### src/rtl/prgmem_arbiter_pkg.sv
// Shared definitions for the program-memory arbiter slice.
// Holds the default geometry of the program memory and the encoding of the
// response-owner register that tags each read grant.
package prgmem_arbiter_pkg;

  localparam int unsigned DEF_ADDR_WIDTH = 12;
  localparam int unsigned DEF_NB_COL     = 4;
  localparam int unsigned DEF_COL_WIDTH  = 8;
  localparam int unsigned DEF_MAX_LOCK   = 8;

  typedef logic [1:0] resp_sel_t;

  localparam resp_sel_t RESP_IDLE = 2'b00;
  localparam resp_sel_t RESP_A    = 2'b01;
  localparam resp_sel_t RESP_B    = 2'b10;

endpackage

### src/rtl/prgmem_arbiter_if.sv
// Bundle of every non-clock signal around the program-memory arbiter:
// port A (fetch, read-only), port B (data/loader, read + byte-masked write)
// and the memory-side drive/return.
//   slave  : arbiter view (requests and memory data in, grants/responses and
//            memory drive out)
//   master : system view (requesters and memory instance)
interface prgmem_arbiter_if
  import prgmem_arbiter_pkg::*;
#(
  parameter int unsigned ADDR_WIDTH = DEF_ADDR_WIDTH,
  parameter int unsigned NB_COL     = DEF_NB_COL,
  parameter int unsigned COL_WIDTH  = DEF_COL_WIDTH
);
  localparam int unsigned DW = NB_COL * COL_WIDTH;

  logic                  a_req;
  logic [ADDR_WIDTH-1:0] a_addr;
  logic                  a_gnt;
  logic                  a_rvalid;
  logic [DW-1:0]         a_rdata;

  logic                  b_req;
  logic                  b_we;
  logic [NB_COL-1:0]     b_be;
  logic [ADDR_WIDTH-1:0] b_addr;
  logic [DW-1:0]         b_wdata;
  logic                  b_lock;
  logic                  b_gnt;
  logic                  b_rvalid;
  logic [DW-1:0]         b_rdata;

  logic [NB_COL-1:0]     mem_write_enable;
  logic [ADDR_WIDTH-1:0] mem_address;
  logic [DW-1:0]         mem_data_in;
  logic [DW-1:0]         mem_data_out;

  modport slave (
    input  a_req, a_addr, b_req, b_we, b_be, b_addr, b_wdata, b_lock,
           mem_data_out,
    output a_gnt, a_rvalid, a_rdata, b_gnt, b_rvalid, b_rdata,
           mem_write_enable, mem_address, mem_data_in
  );

  modport master (
    output a_req, a_addr, b_req, b_we, b_be, b_addr, b_wdata, b_lock,
           mem_data_out,
    input  a_gnt, a_rvalid, a_rdata, b_gnt, b_rvalid, b_rdata,
           mem_write_enable, mem_address, mem_data_in
  );

endinterface

### src/rtl/prgmem_arbiter_rr_arb2.sv
// Two-requester round-robin grant logic with a bounded lock for port B.
// Ports:
//   clock, reset_n  : system clock, synchronous active-low reset
//   a_req, b_req    : requests from port A and port B
//   b_lock          : B asks to keep priority (atomic sequence)
//   a_gnt, b_gnt    : combinational one-hot-or-zero grants
module prgmem_rr_arb2 #(
  parameter int unsigned MAX_LOCK = 8
) (
  input  logic clock,
  input  logic reset_n,
  input  logic a_req,
  input  logic b_req,
  input  logic b_lock,
  output logic a_gnt,
  output logic b_gnt
);
  localparam int unsigned CW = $clog2(MAX_LOCK + 1);
  localparam logic [CW-1:0] LOCK_MAX = CW'(MAX_LOCK);

  logic          prio_b;
  logic          last_was_b;
  logic [CW-1:0] lock_cnt;
  logic          lock_hold;

  always_comb begin
    lock_hold = b_lock && last_was_b && (lock_cnt < LOCK_MAX);
    b_gnt     = b_req && (!a_req || prio_b || lock_hold);
    a_gnt     = a_req && !b_gnt;
  end

  always_ff @(posedge clock) begin
    if (!reset_n) begin
      prio_b     <= 1'b0;
      last_was_b <= 1'b0;
      lock_cnt   <= '0;
    end else begin
      if (a_gnt)      prio_b <= 1'b1;
      else if (b_gnt) prio_b <= 1'b0;
      last_was_b <= b_gnt;
      // Only grants won against a waiting A consume lock budget.
      if (a_gnt || !b_lock)
        lock_cnt <= '0;
      else if (b_gnt && a_req && (lock_cnt < LOCK_MAX))
        lock_cnt <= lock_cnt + CW'(1);
    end
  end

endmodule

### src/rtl/prgmem_arbiter.sv
// Shares the single-port, byte-write-enable program memory between the
// instruction-fetch port A and the data/loader port B.
// Ports:
//   clock, reset_n : system clock, synchronous active-low reset
//   bus (slave)    : A/B request/grant/response signals and the memory drive
//                    (write_enable, address, data_in) plus memory data_out
// Read data returns two cycles after the grant: one cycle of memory latency,
// one cycle of output register.
module prgmem_arbiter
  import prgmem_arbiter_pkg::*;
#(
  parameter int unsigned ADDR_WIDTH = DEF_ADDR_WIDTH,
  parameter int unsigned NB_COL     = DEF_NB_COL,
  parameter int unsigned COL_WIDTH  = DEF_COL_WIDTH,
  parameter int unsigned MAX_LOCK   = DEF_MAX_LOCK
) (
  input logic             clock,
  input logic             reset_n,
  prgmem_arbiter_if.slave bus
);
  localparam int unsigned DW = NB_COL * COL_WIDTH;

  logic                  grant_a;
  logic                  grant_b;
  logic [ADDR_WIDTH-1:0] addr_q;
  resp_sel_t             resp_sel;
  logic                  a_rvalid_q;
  logic                  b_rvalid_q;
  logic [DW-1:0]         a_rdata_q;
  logic [DW-1:0]         b_rdata_q;

  prgmem_rr_arb2 #(.MAX_LOCK(MAX_LOCK)) u_arb (
    .clock   (clock),
    .reset_n (reset_n),
    .a_req   (bus.a_req),
    .b_req   (bus.b_req),
    .b_lock  (bus.b_lock),
    .a_gnt   (grant_a),
    .b_gnt   (grant_b)
  );

  assign bus.a_gnt = grant_a;
  assign bus.b_gnt = grant_b;

  // Address holds its last value when idle so the memory sees no change.
  assign bus.mem_address      = grant_a ? bus.a_addr :
                                grant_b ? bus.b_addr : addr_q;
  assign bus.mem_write_enable = (grant_b && bus.b_we) ? bus.b_be : '0;
  assign bus.mem_data_in      = bus.b_wdata;

  assign bus.a_rvalid = a_rvalid_q;
  assign bus.a_rdata  = a_rdata_q;
  assign bus.b_rvalid = b_rvalid_q;
  assign bus.b_rdata  = b_rdata_q;

  always_ff @(posedge clock) begin
    if (!reset_n) begin
      addr_q     <= '0;
      resp_sel   <= RESP_IDLE;
      a_rvalid_q <= 1'b0;
      b_rvalid_q <= 1'b0;
      a_rdata_q  <= '0;
      b_rdata_q  <= '0;
    end else begin
      addr_q <= bus.mem_address;
      if (grant_a)                   resp_sel <= RESP_A;
      else if (grant_b && !bus.b_we) resp_sel <= RESP_B;
      else                           resp_sel <= RESP_IDLE;
      a_rvalid_q <= (resp_sel == RESP_A);
      b_rvalid_q <= (resp_sel == RESP_B);
      if (resp_sel == RESP_A) a_rdata_q <= bus.mem_data_out;
      if (resp_sel == RESP_B) b_rdata_q <= bus.mem_data_out;
    end
  end

endmodule

### src/flat_wrapper.sv
// flat-port wrapper written by rule: the top's interface ports become plain ports
module prgmem_arbiter_flat import prgmem_arbiter_pkg::*;
#(
  parameter int unsigned ADDR_WIDTH = DEF_ADDR_WIDTH,
  parameter int unsigned NB_COL     = DEF_NB_COL,
  parameter int unsigned COL_WIDTH  = DEF_COL_WIDTH,
  parameter int unsigned MAX_LOCK   = DEF_MAX_LOCK
)
  (clock, reset_n, bus_a_req, bus_a_addr, bus_b_req, bus_b_we, bus_b_be, bus_b_addr, bus_b_wdata, bus_b_lock, bus_mem_data_out, bus_a_gnt, bus_a_rvalid, bus_a_rdata, bus_b_gnt, bus_b_rvalid, bus_b_rdata, bus_mem_write_enable, bus_mem_address, bus_mem_data_in);
  prgmem_arbiter_if #(.ADDR_WIDTH(ADDR_WIDTH), .NB_COL(NB_COL), .COL_WIDTH(COL_WIDTH)) bus_i ();
  input logic clock;
  input logic reset_n;
  input wire logic [$bits(bus_i.a_req)-1:0] bus_a_req;
  input wire logic [$bits(bus_i.a_addr)-1:0] bus_a_addr;
  input wire logic [$bits(bus_i.b_req)-1:0] bus_b_req;
  input wire logic [$bits(bus_i.b_we)-1:0] bus_b_we;
  input wire logic [$bits(bus_i.b_be)-1:0] bus_b_be;
  input wire logic [$bits(bus_i.b_addr)-1:0] bus_b_addr;
  input wire logic [$bits(bus_i.b_wdata)-1:0] bus_b_wdata;
  input wire logic [$bits(bus_i.b_lock)-1:0] bus_b_lock;
  input wire logic [$bits(bus_i.mem_data_out)-1:0] bus_mem_data_out;
  output wire logic [$bits(bus_i.a_gnt)-1:0] bus_a_gnt;
  output wire logic [$bits(bus_i.a_rvalid)-1:0] bus_a_rvalid;
  output wire logic [$bits(bus_i.a_rdata)-1:0] bus_a_rdata;
  output wire logic [$bits(bus_i.b_gnt)-1:0] bus_b_gnt;
  output wire logic [$bits(bus_i.b_rvalid)-1:0] bus_b_rvalid;
  output wire logic [$bits(bus_i.b_rdata)-1:0] bus_b_rdata;
  output wire logic [$bits(bus_i.mem_write_enable)-1:0] bus_mem_write_enable;
  output wire logic [$bits(bus_i.mem_address)-1:0] bus_mem_address;
  output wire logic [$bits(bus_i.mem_data_in)-1:0] bus_mem_data_in;
  assign bus_i.a_req = bus_a_req;
  assign bus_i.a_addr = bus_a_addr;
  assign bus_i.b_req = bus_b_req;
  assign bus_i.b_we = bus_b_we;
  assign bus_i.b_be = bus_b_be;
  assign bus_i.b_addr = bus_b_addr;
  assign bus_i.b_wdata = bus_b_wdata;
  assign bus_i.b_lock = bus_b_lock;
  assign bus_i.mem_data_out = bus_mem_data_out;
  assign bus_a_gnt = bus_i.a_gnt;
  assign bus_a_rvalid = bus_i.a_rvalid;
  assign bus_a_rdata = bus_i.a_rdata;
  assign bus_b_gnt = bus_i.b_gnt;
  assign bus_b_rvalid = bus_i.b_rvalid;
  assign bus_b_rdata = bus_i.b_rdata;
  assign bus_mem_write_enable = bus_i.mem_write_enable;
  assign bus_mem_address = bus_i.mem_address;
  assign bus_mem_data_in = bus_i.mem_data_in;
  prgmem_arbiter #(.ADDR_WIDTH(ADDR_WIDTH), .NB_COL(NB_COL), .COL_WIDTH(COL_WIDTH), .MAX_LOCK(MAX_LOCK)) u_core (.clock(clock), .reset_n(reset_n), .bus(bus_i));
endmodule
### config.mk
export PLATFORM = sky130hd
export DESIGN_NAME = prgmem_arbiter_flat
export DESIGN_NICKNAME = d
export VERILOG_FILES = /design/src/rtl/prgmem_arbiter_pkg.sv /design/src/rtl/prgmem_arbiter_if.sv /design/src/rtl/prgmem_arbiter_rr_arb2.sv /design/src/rtl/prgmem_arbiter.sv /design/src/flat_wrapper.sv
export SDC_FILE = /design/constraint.sdc
export NUM_CORES = 1
export LEC_CHECK = 0
export ABC_AREA = 0
export BUFFER_PORTS_ARGS = -buffer_cell sky130_fd_sc_hd__buf_2
export CAP_MARGIN = 0
export CORE_MARGIN = 10
export CORE_UTILIZATION = 25
export DETAILED_ROUTE_END_ITERATION = 10
export GPL_ROUTABILITY_DRIVEN = 0
export GPL_TIMING_DRIVEN = 0
export RECOVER_POWER = 50
export SETUP_SLACK_MARGIN = 0.3
export SYNTH_ARGS = -nofsm -noshare
export SYNTH_HDL_FRONTEND = slang
export SYNTH_SLANG_ARGS = --single-unit
### constraint.sdc
create_clock -name clock -period 3.1 [get_ports clock]
set_input_delay 0.155 -clock clock [delete_from_list [all_inputs] [get_ports clock]]
set_output_delay 0.155 -clock clock [all_outputs]
set_load 0.03 [all_outputs]
-- Yosys cells after proc, flatten, opt, wreduce, memory -nomap -nowiden
Cells that the tools add are included.
- add/sub/neg operators: 1
- $lt $le $gt $ge: 1
- equality and inequality tests: 2
- muxes and demuxes: 7
- bitwise gates (word level): 1
- reduce and logical (&&, ||, !) cells: 18
- operators by type and width (operator ; count):
    2-to-1 mux 12 bit ; 2
    logical AND 1 bit ; 8
    adder 4 x 1 -> 4 bit (second input constant) ; 1
    logical NOT 1 bit ; 4
    < comparator 4 bit (second input constant) ; 1
    2-to-1 mux 4 bit ; 1
    OR reduction 2 bit ; 2
    logical OR 1 bit ; 3
    2-to-1 mux 1 bit ; 3
    equality test 2 x 1 -> 1 bit (second input constant) ; 1
    equality test 2 bit (second input constant) ; 1
    2-to-1 mux 2 bit ; 1
    nonzero test 2 bit ; 1
    NOT 1 bit ; 1
- register bits after elaboration: 86
- input port bits: 98

-- Longest topological paths before layout
Gate-level depths: netlist (run 1).
- depth after elaboration: 8
- depth in mapped cells: 6
- depth with buffers taken out: 4

-- By module
Synthesis (run 1) repeated with hierarchy kept, for this count alone.
- cells, all modules: 451
- area total of the unflattened synthesis: 3798.6 um2
- modules (own cells, without submodules) (module ; instances ; cells an instance ; area an instance (um2) ; sequential area each (um2)):
    prgmem_arbiter ; 1 ; 418 ; 3497.1 ; 1601.5
    prgmem_rr_arb2 ; 1 ; 33 ; 301.5 ; 120.1

-- Worst setup path after synthesis (run 1)
OpenSTA, ideal clock, no wires.
- kind: reg-to-output
- start: register u_core.u_arb.lock_cnt[3]
- end: output port bus_mem_address[10]
- data arrival time: 1586 ps
- path slack: 1359 ps
- stages on the path, launching flop included: 6
- buffers on the path: 1
- cell sequence: dfxtp_1 and3b_1 o21ai_4 inv_2 buf_2 a21oi_1
- longest elaborated chain between the ends: 7
- RTL lines (element ; RTL line ; source):
    start: declaration ; prgmem_arbiter_rr_arb2.sv:23 ; logic [CW-1:0] lock_cnt;
    start signal: assignment ; prgmem_arbiter_rr_arb2.sv:45 ; lock_cnt <= lock_cnt + CW'(1);
    < comparator 4 bit (*) ; prgmem_arbiter_rr_arb2.sv:27 ; lock_hold = b_lock && last_was_b && (lock_cnt < LOCK_MAX);
    logical AND 1 bit (*) ; prgmem_arbiter_rr_arb2.sv:27 ;
    logical OR 1 bit (*) ; prgmem_arbiter_rr_arb2.sv:28 ; b_gnt = b_req && (!a_req || prio_b || lock_hold);
    logical AND 1 bit (*) ; prgmem_arbiter_rr_arb2.sv:28 ;
    via bus_b_gnt ; flat_wrapper.sv:25 ; output wire logic [$bits(bus_i.b_gnt)-1:0] bus_b_gnt;
    logical NOT 1 bit ; prgmem_arbiter_rr_arb2.sv:29 ; a_gnt = a_req && !b_gnt;
    logical AND 1 bit ; prgmem_arbiter_rr_arb2.sv:29 ;
    2-to-1 mux 12 bit (*) ; prgmem_arbiter.sv:46 ; assign bus.mem_address = grant_a ? bus.a_addr :
    end: declaration ; flat_wrapper.sv:29 ; output wire logic [$bits(bus_i.mem_address)-1:0] bus_mem_address;
Mark *: on every way through the listed nets, which the timed path passes. The rest lies on a longest branch.

-- Worst setup path after layout (run 1)
- start: register u_core.u_arb.lock_cnt[3]
- end: output port bus_mem_address[4]
- longest elaborated chain between the ends: 7
- RTL lines (element ; RTL line):
    < comparator 4 bit (*) ; prgmem_arbiter_rr_arb2.sv:27
    logical AND 1 bit (*) ; prgmem_arbiter_rr_arb2.sv:27
    logical OR 1 bit (*) ; prgmem_arbiter_rr_arb2.sv:28
    logical AND 1 bit (*) ; prgmem_arbiter_rr_arb2.sv:28
    logical NOT 1 bit ; prgmem_arbiter_rr_arb2.sv:29
    logical AND 1 bit ; prgmem_arbiter_rr_arb2.sv:29
    2-to-1 mux 12 bit (*) ; prgmem_arbiter.sv:46
Mark *: on every way between the ends. The rest lies on a longest branch, timed or not.

==> flow_summary.html, run 1 <==
<table>
<tr><th>Metric</th><th>Value</th></tr>
<tr><th colspan="2">Logic synthesis</th></tr>
<tr><td>Synth Area per Inst</td><td>8.28 um^2</td></tr>
<tr><td>Sequential area share after synthesis</td><td>roughly 47%</td></tr>
<tr><td>Number of warnings reported in the yosys synthesis log</td><td>0</td></tr>
<tr><td>#FFs+latches synth</td><td>between 80 and 90</td></tr>
<tr><td>Fraction of synthesis flops using an asynchronous set or reset pin</td><td>0%</td></tr>
<tr><td>Synthesized area</td><td>roughly 0.0037 mm^2</td></tr>
<tr><td>Number of flops mapped to enable cells by yosys</td><td>0</td></tr>
<tr><td>Post-Synthesis Net Count</td><td>between 500 and 600</td></tr>
<tr><td>Cell accounting for the most synthesized area</td><td>sky130_fd_sc_hd__dfxtp_1</td></tr>
<tr><td>Top_reg_cell synth</td><td>sky130_fd_sc_hd__dfxtp_1</td></tr>
<tr><td>Proportion of netlist area held by the largest area contributor</td><td>a little under half</td></tr>
<tr><td>Instance count of the mapped netlist</td><td>~450</td></tr>
<tr><td>Count of cell types in the netlist</td><td>33</td></tr>
<tr><td>Dominant cells by area after synthesis</td><td>sky130_fd_sc_hd__dfxtp_1, sky130_fd_sc_hd__nand2_1, sky130_fd_sc_hd__a21oi_1</td></tr>
<tr><th colspan="2">Drt</th></tr>
<tr><td>Via count</td><td>3611</td></tr>
<tr><td>First-pass DRT Iterations</td><td>4</td></tr>
<tr><td>Number of vias per cell</td><td>between 4 and 5</td></tr>
<tr><td>WL final</td><td>between 10000 and 15000 um</td></tr>
<tr><td>Number of nets with antenna violations after routing</td><td>0</td></tr>
<tr><td>Drt wl/cell</td><td>~15 um</td></tr>
<tr><td>DR iter-0 viols</td><td>between 100 and 150</td></tr>
<tr><td>DRC</td><td>0</td></tr>
<tr><th colspan="2">Global routing</th></tr>
<tr><td>Global routing met1 resource utilization</td><td>13.9%</td></tr>
<tr><td>Vias in the first global route</td><td>between 3k and 4k</td></tr>
<tr><td>Wire length of the first global-routing pass</td><td>19500 um</td></tr>
<tr><td>Global-route met3 utilization</td><td>under 10%</td></tr>
<tr><td>Met2 demand-to-capacity share in global routing</td><td>between 10% and 20%</td></tr>
<tr><td>Pin count of the biggest net entering global routing</td><td>15</td></tr>
<tr><td>Grt ovf</td><td>0</td></tr>
<tr><td>Most congested layer reported by global routing</td><td>met2</td></tr>
<tr><td>Number of antenna violations at the first check in global routing</td><td>0</td></tr>
<tr><td>All-Layer GR Usage</td><td>about an eighth</td></tr>
<tr><th colspan="2">Timing</th></tr>
<tr><td>F_max</td><td>around 0.41 GHz</td></tr>
<tr><td>Number of slew-limit violations in the final report</td><td>0</td></tr>
<tr><td>Unrepaired setup endpoints after global routing</td><td>no</td></tr>
<tr><td>Slew at the pin with the worst max-slew slack</td><td>between 0.7 and 0.8 ns</td></tr>
<tr><td>Count of final setup violators</td><td>0</td></tr>
<tr><td>Final total negative setup slack</td><td>0 ns</td></tr>
<tr><td>Max_slew headroom</td><td>about half</td></tr>
<tr><td>Clock period minus final worst setup slack</td><td>approximately 2.5 ns</td></tr>
<tr><td>Final hold violation count</td><td>0</td></tr>
<tr><td>Final clock skew</td><td>roughly 0.0077 ns</td></tr>
<tr><td>Post-route clock period utilization</td><td>79.2%</td></tr>
<tr><th colspan="2">Power and ir drop</th></tr>
<tr><td>Maximum ir drop on the vdd rail</td><td>0.000255 V</td></tr>
<tr><td>Power Density</td><td>about 570 mW/mm^2</td></tr>
<tr><td>Proportion of power drawn by combinational gates</td><td>between 10% and 20%</td></tr>
<tr><td>Reg power frac</td><td>41.3%</td></tr>
<tr><td>Clock share of power</td><td>roughly two fifths</td></tr>
<tr><td>Switching pwr</td><td>slightly above 0.8 mW</td></tr>
<tr><td>Standby leakage power</td><td>2.01 nW</td></tr>
<tr><td>Internal Pwr Total</td><td>2.02 mW</td></tr>
<tr><td>Fraction of power spent switching nets</td><td>around 29%</td></tr>
<tr><th colspan="2">Critical path</th></tr>
<tr><td>Kind of start point of the critical path</td><td>flip-flop</td></tr>
<tr><td>Most prevalent standard cell on the critical path</td><td>sky130_fd_sc_hd__buf_2</td></tr>
<tr><td>Sequence of cells on the critical path</td><td>and3b_1, o21ai_0, inv_2, buf_2, a21oi_1, buf_2</td></tr>
<tr><td>Startpoint of the lowest-slack register-to-register path</td><td>u_core.u_arb.lock_cnt[3]$_SDFFE_PP0P_</td></tr>
<tr><td>Slowest stage cell on the critical path</td><td>sky130_fd_sc_hd__o21ai_0</td></tr>
<tr><td>Critical path class</td><td>flip-flop to output pin</td></tr>
<tr><td>Req. time, crit path</td><td>2.94 ns</td></tr>
<tr><td>CP Launch Point</td><td>u_core.u_arb.lock_cnt[3]$_SDFFE_PP0P_</td></tr>
<tr><td>Kind of end point of the critical path</td><td>output pin</td></tr>
<tr><td>Top fanout value on the critical path</td><td>10</td></tr>
<tr><td>Worst path arrival time</td><td>roughly 2.3 ns</td></tr>
<tr><td>Maximum cell stage delay along the critical path</td><td>0.51 ns</td></tr>
<tr><th colspan="2">Clock tree</th></tr>
<tr><td>Gates resized, CTS repair</td><td>0</td></tr>
<tr><td>Clock tree root buffer cell</td><td>sky130_fd_sc_hd__clkbuf_16</td></tr>
<tr><td>Number of setup buffers added after CTS</td><td>0</td></tr>
<tr><td>Clk slew on worst S/H paths</td><td>0.07 ns</td></tr>
<tr><td>Buffers from clock root to sink, at most</td><td>2</td></tr>
<tr><td>Number of buffers added by the clock tree synthesis step</td><td>9</td></tr>
<tr><td>Max H-tree Level</td><td>3</td></tr>
<tr><td>Num Clock Sinks</td><td>86</td></tr>
<tr><td>Clock tree from TritonCTS</td><td>done</td></tr>
<tr><td>Clock Latency Late Sink</td><td>between 0.3 and 0.4 ns</td></tr>
<tr><td>Cts hold-fix bufs</td><td>0</td></tr>
<tr><th colspan="2">Die</th></tr>
<tr><td>Effective utilization at floorplan</td><td>around 25%</td></tr>
<tr><td>Vert. Die Dim</td><td>about 140 um</td></tr>
<tr><td>Placement row count</td><td>44</td></tr>
<tr><td>Die outline width</td><td>roughly 140 um</td></tr>
<tr><td>Number of primary I/O pins</td><td>between 200 and 250</td></tr>
<tr><td>Overall die area</td><td>0.0200 mm^2</td></tr>
<tr><td>CORE AREA</td><td>around 0.014 mm^2</td></tr>
<tr><th colspan="2">Flow run</th></tr>
<tr><td>Number of max-cap violations</td><td>0</td></tr>
<tr><th colspan="2">Layout</th></tr>
<tr><td>Count of antenna diodes in the layout</td><td>0</td></tr>
<tr><td>Final core utilization</td><td>about a third</td></tr>
<tr><td>Net count, final</td><td>roughly 730</td></tr>
<tr><td>Area Overhead vs Synth</td><td>35.4%</td></tr>
<tr><td>Final instance area</td><td>0.00499 mm^2</td></tr>
<tr><td>Layout cells sized above 1</td><td>a little over a quarter</td></tr>
<tr><td>Filler cell count</td><td>about 1.6k</td></tr>
<tr><th colspan="2">Place</th></tr>
<tr><td>Port bufs</td><td>between 150 and 200</td></tr>
<tr><td>HPWL after detailed placement</td><td>between 9000 and 10000 um</td></tr>
<tr><td>Post-DP Area</td><td>between 0.004 and 0.005 mm^2</td></tr>
<tr><th colspan="2">Min path</th></tr>
<tr><td>Hold Path Origin</td><td>bus_mem_data_out[15]</td></tr>
<tr><td>Worst hold path type</td><td>input port to flip-flop</td></tr>
<tr><th colspan="2">Run status</th></tr>
<tr><td>Run status</td><td>completed</td></tr>
</table>
## critical path, delay by kind of cell (launching register included)
kind	cells	cell delay, ns
and+or+nand+nor	1	0.24
AOI/OAI and AO/OA	2	0.69
buffers and inverters	3	0.59
DFF	1	0.43
## power by group through the flow
stage / clock network (mW) / registers (mW) / logic [mW]
global route: 1.24 / 1.18 / 0.550
global placement: 0 / 1.19 / 0.527
finish: 1.16 / 1.17 / 0.504
detailed placement: 0 / 1.20 / 0.527
CTS: 1.20 / 1.17 / 0.528
floorplan: 0 / 1.25 / 0.294
## state kept, by name, summed over array words and instances, names as in the netlist
register                 flops
u_core.u_arb.last_was_b      1
u_core.u_arb.lock_cnt        4
u_core.bus.a_rdata          32
u_core.bus.b_rdata          32
u_core.addr_q               12
u_core.bus.a_rvalid          1
u_core.u_arb.prio_b          1
u_core.bus.b_rvalid          1
u_core.resp_sel              2
## metrics by stage
stage	setup WS (ns)	total power [mW]	hold slack, ns	std cells
3_5_place_dp	1.40	1.72	0.405	808
2_1_floorplan	1.36	1.55	0.234	445
6_report	0.644	2.83	0.0581	823
5_1_grt	0.526	2.97	0.0518	823
3_3_place_gp	1.39	1.72	0.406	808
4_1_cts	1.01	2.90	0.0383	823
## cells by family (layout without fill, tap and decap cells)
group | after synthesis | after routing | synth area share, %
compound gates | 111 | 111 | 19.0
fa+ha+maj | 1 | 1 | 0.340
buf+inv | 80 | 274 | 12.7
flops | 86 | 86 | 46.7
mux | 12 | 12 | 3.67
simple gates | 155 | 155 | 17.5
## synthesized netlist by cell type, types with 2 or more instances
library cell	n
sky130_fd_sc_hd__clkbuf_1	17
sky130_fd_sc_hd__buf_4	32
sky130_fd_sc_hd__buf_2	11
sky130_fd_sc_hd__nand2_1	130
sky130_fd_sc_hd__nor2b_1	2
sky130_fd_sc_hd__buf_6	3
sky130_fd_sc_hd__nand2b_1	3
sky130_fd_sc_hd__and3_1	5
sky130_fd_sc_hd__a211oi_1	13
sky130_fd_sc_hd__nor2_1	5
sky130_fd_sc_hd__a21oi_1	79
sky130_fd_sc_hd__inv_1	13
sky130_fd_sc_hd__inv_2	2
sky130_fd_sc_hd__nor3_1	3
sky130_fd_sc_hd__dfxtp_1	86
sky130_fd_sc_hd__o21ai_0	2
sky130_fd_sc_hd__a211oi_2	12
sky130_fd_sc_hd__mux2_2	12
## worst paths after layout
kind / to / slack, ns / depth (start not counted)
worst min register to register: u_core.bus.b_rdata[19]$_SDFFE_PN0P_ / 0.45 / 2
worst max register to register: u_core.resp_sel[0]$_SDFF_PN0_ / 1.29 / 5
worst min-delay path: u_core.bus.b_rdata[15]$_SDFFE_PN0P_ / 0.06 / 3
worst max-delay path: bus_mem_address[4] / 0.64 / 6
## layout make-up
cell class / instances / area, um^2 / share of cell area, %
flip-flops and latches: 86 / 1720 / 34.5
multi-input cells: 279 / 1480 / 29.7
repair buffers: 179 / 773 / 15.5
plain buffers: 65 / 412 / 8.25
well taps: 184 / 230 / 4.62
clock buffers: 10 / 229 / 4.59
clock inverters: 5 / 82.6 / 1.66
inverters: 15 / 56.3 / 1.13
## layout by cell type, fill, tap and decap left out, drive strengths merged
cell and count:
and3b 1, and4b 1, o211ai 1, mux2 12, inv 16, a41oi 1
o21ai 3, a211oi 25, and3 5, nor2b 2, clkinv 2, ha 1
or4b 1, nor3 3, nor4bb 1, o2111ai 1, or4 1, bufinv 2
nand2b 4, a31oi 1, buf 129, nor2 5, dfxtp 86, clkbuf 125
nand2 131, a21oi 79
## metal layers
| metal | vias to the layer above | share of wire, % | wire length [um] |
|---|---|---|---|
| met5 | - | 0 | 0 |
| met4 | 0 | 1.5 | 192 |
| met3 | 11 | 8.3 | 1040 |
| met2 | 134 | 46 | 5830 |
| met1 | 1632 | 44 | 5480 |
| li1 | 1834 | - | - |
(Power assumes the default switching activity.)
==> run 2: changes to the inputs <==
clock period = 2.5 ns   (was 3.1 ns; I/O delays follow)
==> run 2 against run 1 <==
Design area rose by 0.23%. First-iteration DRC count rose by 2.5%. Sequential share of layout area fell by 0.078 points. Total power rose by 24%. Global-route usage did not move. Count of clock-buffer cells in the layout did not move. Largest cell class unchanged. Highest routed layer unchanged.
==> flow_summary.html, run 2 (same netlist as run 1, synthesis figures left out) <==
<table>
<tr><th>Metric</th><th>Value</th></tr>
<tr><th colspan="2">Timing</th></tr>
<tr><td>Count of final setup violators</td><td>0 (unchanged)</td></tr>
<tr><td>Final clock skew</td><td>0.00752 ns (was 0.00767 ns)</td></tr>
<tr><td>Unrepaired setup endpoints after global routing</td><td>no (unchanged)</td></tr>
<tr><td>Number of slew-limit violations in the final report</td><td>0 (unchanged)</td></tr>
<tr><td>F_max</td><td>0.489 GHz</td></tr>
<tr><td>Post-route clock period utilization</td><td>slightly above 80%</td></tr>
<tr><td>Final hold violation count</td><td>0 (unchanged)</td></tr>
<tr><td>Final total negative setup slack</td><td>0 ns (unchanged)</td></tr>
<tr><td>Max_slew headroom</td><td>50.4% (was 50.6%)</td></tr>
<tr><td>Clock period minus final worst setup slack</td><td>a little over 2 ns</td></tr>
<tr><td>Slew at the pin with the worst max-slew slack</td><td>0.744 ns (was 0.742 ns)</td></tr>
<tr><th colspan="2">Global routing</th></tr>
<tr><td>Grt ovf</td><td>0 (unchanged)</td></tr>
<tr><td>All-Layer GR Usage</td><td>12.0% (unchanged)</td></tr>
<tr><td>Vias in the first global route</td><td>3723 (unchanged)</td></tr>
<tr><td>Pin count of the biggest net entering global routing</td><td>15 (unchanged)</td></tr>
<tr><td>Wire length of the first global-routing pass</td><td>19500 um (unchanged)</td></tr>
<tr><td>Number of antenna violations at the first check in global routing</td><td>0 (unchanged)</td></tr>
<tr><th colspan="2">Critical path</th></tr>
<tr><td>Kind of start point of the critical path</td><td>flip-flop (unchanged)</td></tr>
<tr><td>Worst path arrival time</td><td>1.92 ns (was 2.30 ns)</td></tr>
<tr><td>Req. time, crit path</td><td>2.38 ns (was 2.94 ns)</td></tr>
<tr><td>Most prevalent standard cell on the critical path</td><td>sky130_fd_sc_hd__buf_2 (unchanged)</td></tr>
<tr><td>Critical path class</td><td>flip-flop to output pin (unchanged)</td></tr>
<tr><td>Maximum cell stage delay along the critical path</td><td>0.43 ns (was 0.51 ns)</td></tr>
<tr><td>Sequence of cells on the critical path</td><td>and3b_1, o21ai_4, inv_2, buf_2, a21oi_1, buf_2 (was and3b_1, o21ai_0, inv_2, buf_2, a21oi_1, buf_2)</td></tr>
<tr><td>Top fanout value on the critical path</td><td>10 (unchanged)</td></tr>
<tr><td>Startpoint of the lowest-slack register-to-register path</td><td>u_core.resp_sel[0]$_SDFF_PN0_ (was u_core.u_arb.lock_cnt[3]$_SDFFE_PP0P_)</td></tr>
<tr><td>Setup slack on the worst flop-to-flop path</td><td>0.98 ns (was 1.29 ns)</td></tr>
<tr><td>R2R Path End</td><td>u_core.bus.b_rdata[18]$_SDFFE_PN0P_ (was u_core.resp_sel[0]$_SDFF_PN0_)</td></tr>
<tr><td>Cells on worst reg2reg path</td><td>5 (unchanged)</td></tr>
<tr><td>Slowest stage cell on the critical path</td><td>sky130_fd_sc_hd__dfxtp_1 (was sky130_fd_sc_hd__o21ai_0)</td></tr>
<tr><td>Kind of end point of the critical path</td><td>output pin (unchanged)</td></tr>
<tr><th colspan="2">Clock tree</th></tr>
<tr><td>Clock tree root buffer cell</td><td>sky130_fd_sc_hd__clkbuf_16 (unchanged)</td></tr>
<tr><td>Clock Latency Late Sink</td><td>0.34 ns (about the same)</td></tr>
<tr><td>Num Clock Sinks</td><td>86 (unchanged)</td></tr>
<tr><td>Buffers from clock root to sink, at most</td><td>2 (unchanged)</td></tr>
<tr><td>Gates resized, CTS repair</td><td>0 (unchanged)</td></tr>
<tr><td>Number of buffers added by the clock tree synthesis step</td><td>9 (unchanged)</td></tr>
<tr><td>Number of setup buffers added after CTS</td><td>0 (unchanged)</td></tr>
<tr><td>Clock tree from TritonCTS</td><td>done (unchanged)</td></tr>
<tr><td>Clk slew on worst S/H paths</td><td>0.06 ns (was 0.07 ns)</td></tr>
<tr><td>Max H-tree Level</td><td>3 (unchanged)</td></tr>
<tr><td>Cts hold-fix bufs</td><td>0 (unchanged)</td></tr>
<tr><th colspan="2">Die</th></tr>
<tr><td>CORE AREA</td><td>0.0145 mm^2 (unchanged)</td></tr>
<tr><td>Placement row count</td><td>44 (unchanged)</td></tr>
<tr><td>Overall die area</td><td>0.0200 mm^2 (unchanged)</td></tr>
<tr><td>Die outline width</td><td>141 um (unchanged)</td></tr>
<tr><td>Effective utilization at floorplan</td><td>25.4% (unchanged)</td></tr>
<tr><td>Vert. Die Dim</td><td>141 um (unchanged)</td></tr>
<tr><td>Number of primary I/O pins</td><td>214 (unchanged)</td></tr>
<tr><th colspan="2">Drt</th></tr>
<tr><td>DR iter-0 viols</td><td>121 (was 118)</td></tr>
<tr><td>Drt wl/cell</td><td>15.2 um (about the same)</td></tr>
<tr><td>Number of nets with antenna violations after routing</td><td>0 (unchanged)</td></tr>
<tr><td>First-pass DRT Iterations</td><td>4 (unchanged)</td></tr>
<tr><td>Number of vias per cell</td><td>4.35 (was 4.39)</td></tr>
<tr><td>WL final</td><td>12500 um (about the same)</td></tr>
<tr><td>DRC</td><td>0 (unchanged)</td></tr>
<tr><td>Via count</td><td>3578 (was 3611)</td></tr>
<tr><th colspan="2">Min path</th></tr>
<tr><td>Worst hold path type</td><td>input port to flip-flop (unchanged)</td></tr>
<tr><td>Hold EP</td><td>u_core.resp_sel[1]$_SDFF_PP0_ (was u_core.bus.b_rdata[15]$_SDFFE_PN0P_)</td></tr>
<tr><td>Cells on Worst Hold Path</td><td>2 (was 3)</td></tr>
<tr><td>Hold Path Origin</td><td>bus_b_we (was bus_mem_data_out[15])</td></tr>
<tr><th colspan="2">Power and ir drop</th></tr>
<tr><td>Total power draw</td><td>3.51 mW (was 2.83 mW)</td></tr>
<tr><td>Maximum ir drop on the vdd rail</td><td>0.000315 V (was 0.000255 V)</td></tr>
<tr><td>Clock share of power</td><td>40.8% (was 40.9%)</td></tr>
<tr><td>Reg power frac</td><td>41.4% (was 41.3%)</td></tr>
<tr><td>Power Density</td><td>703 mW/mm^2 (was 568 mW/mm^2)</td></tr>
<tr><td>Proportion of power drawn by combinational gates</td><td>17.9% (was 17.8%)</td></tr>
<tr><td>Switching pwr</td><td>1.00 mW (was 0.811 mW)</td></tr>
<tr><td>Fraction of power spent switching nets</td><td>28.6% (about the same)</td></tr>
<tr><td>Standby leakage power</td><td>2.01 nW (about the same)</td></tr>
<tr><td>Internal Pwr Total</td><td>2.51 mW (was 2.02 mW)</td></tr>
<tr><th colspan="2">Run status</th></tr>
<tr><td>Run status</td><td>completed (unchanged)</td></tr>
<tr><th colspan="2">Layout</th></tr>
<tr><td>Layout cells sized above 1</td><td>26.8% (was 26.6%)</td></tr>
<tr><td>Final instance area</td><td>0.00500 mm^2 (was 0.00499 mm^2)</td></tr>
<tr><td>Commonest cells after routing, fill and taps aside</td><td>sky130_fd_sc_hd__nand2_1, sky130_fd_sc_hd__clkbuf_1, sky130_fd_sc_hd__buf_2, sky130_fd_sc_hd__dfxtp_1, sky130_fd_sc_hd__a21oi_1 (unchanged)</td></tr>
<tr><td>Area Overhead vs Synth</td><td>35.7% (was 35.4%)</td></tr>
<tr><td>Net count, final</td><td>734 (unchanged)</td></tr>
<tr><td>Commonest non-fill, non-tap cell in the layout</td><td>sky130_fd_sc_hd__nand2_1 (unchanged)</td></tr>
<tr><td>Count of antenna diodes in the layout</td><td>0 (unchanged)</td></tr>
<tr><th colspan="2">Place</th></tr>
<tr><td>HPWL after detailed placement</td><td>9920 um (unchanged)</td></tr>
<tr><td>Post-DP Area</td><td>0.00481 mm^2 (unchanged)</td></tr>
<tr><td>Port bufs</td><td>179 (unchanged)</td></tr>
<tr><th colspan="2">Flow run</th></tr>
<tr><td>Number of max-cap violations</td><td>0 (unchanged)</td></tr>
</table>
[run 2: cell counts in the layout (fill, tap and decap cells not counted)]
No cell type changed its count.
[run 2: worst max path at each step]
stage,from,end,slack (ns)
final,u_core.u_arb.lock_cnt[3]$_SDFFE_PP0P_,bus_mem_address[4],0.46
after global placement,u_core.u_arb.lock_cnt[3]$_SDFFE_PP0P_,bus_mem_address[5],0.82
after CTS,u_core.u_arb.lock_cnt[3]$_SDFFE_PP0P_,bus_mem_address[8],0.44
after global routing,u_core.u_arb.lock_cnt[3]$_SDFFE_PP0P_,bus_mem_address[7],0.35
after floorplan,u_core.u_arb.lock_cnt[3]$_SDFFE_PP0P_,bus_mem_address[10],0.79
after detailed placement,u_core.u_arb.lock_cnt[3]$_SDFFE_PP0P_,bus_mem_address[8],0.83
[run 2: power groups by stage]
stage	sequential (mW)	clock, mW	combinational [mW]
CTS	1.45	1.49	0.655
finish	1.45	1.43	0.628
detailed placement	1.48	0	0.653
floorplan	1.55	0	0.365
global placement	1.48	0	0.653
global route	1.46	1.54	0.685
[run 2: through the flow]
| stage | hold slack (ns) | utilization (%) | instances | worst slack (ns) |
|---|---|---|---|---|
| floorplan | 0.204 | - | 445 | 0.789 |
| global placement | 0.376 | 33.2 | 808 | 0.822 |
| detailed placement | 0.375 | 33.2 | 808 | 0.834 |
| CTS | 0.00828 | 35.4 | 823 | 0.444 |
| global route | 0.0218 | 34.5 | 823 | 0.348 |
| finish | 0.0267 | 34.5 | 823 | 0.455 |
[run 2: layout make-up]
cell class / instances / area (um^2)
fill: 1602 / 9480
sequential: 86 / 1720
multi-input combinational: 279 / 1490
timing repair buffer: 179 / 773
buffer: 65 / 412
tap: 184 / 230
clock buffer: 10 / 229
clock inverter: 5 / 82.6
inverter: 15 / 56.3
[run 2: metal layers]
layer	global-route usage, %	part of all wire [%]	up-vias
li1	-	-	1831
met1	13.9	44	1619
met2	19.6	46	119
met3	4.77	7.8	9
met4	4.09	1.4	0
met5	0	0	-
[run 2: critical path, delay by kind of cell, from the launching register on]
kind / cells / cell delay [ns]
AO/OA/AOI/OAI: 2 / 0.37
buffers and inverters: 3 / 0.51
AND/OR/NAND/NOR: 1 / 0.27
flip-flops: 1 / 0.43
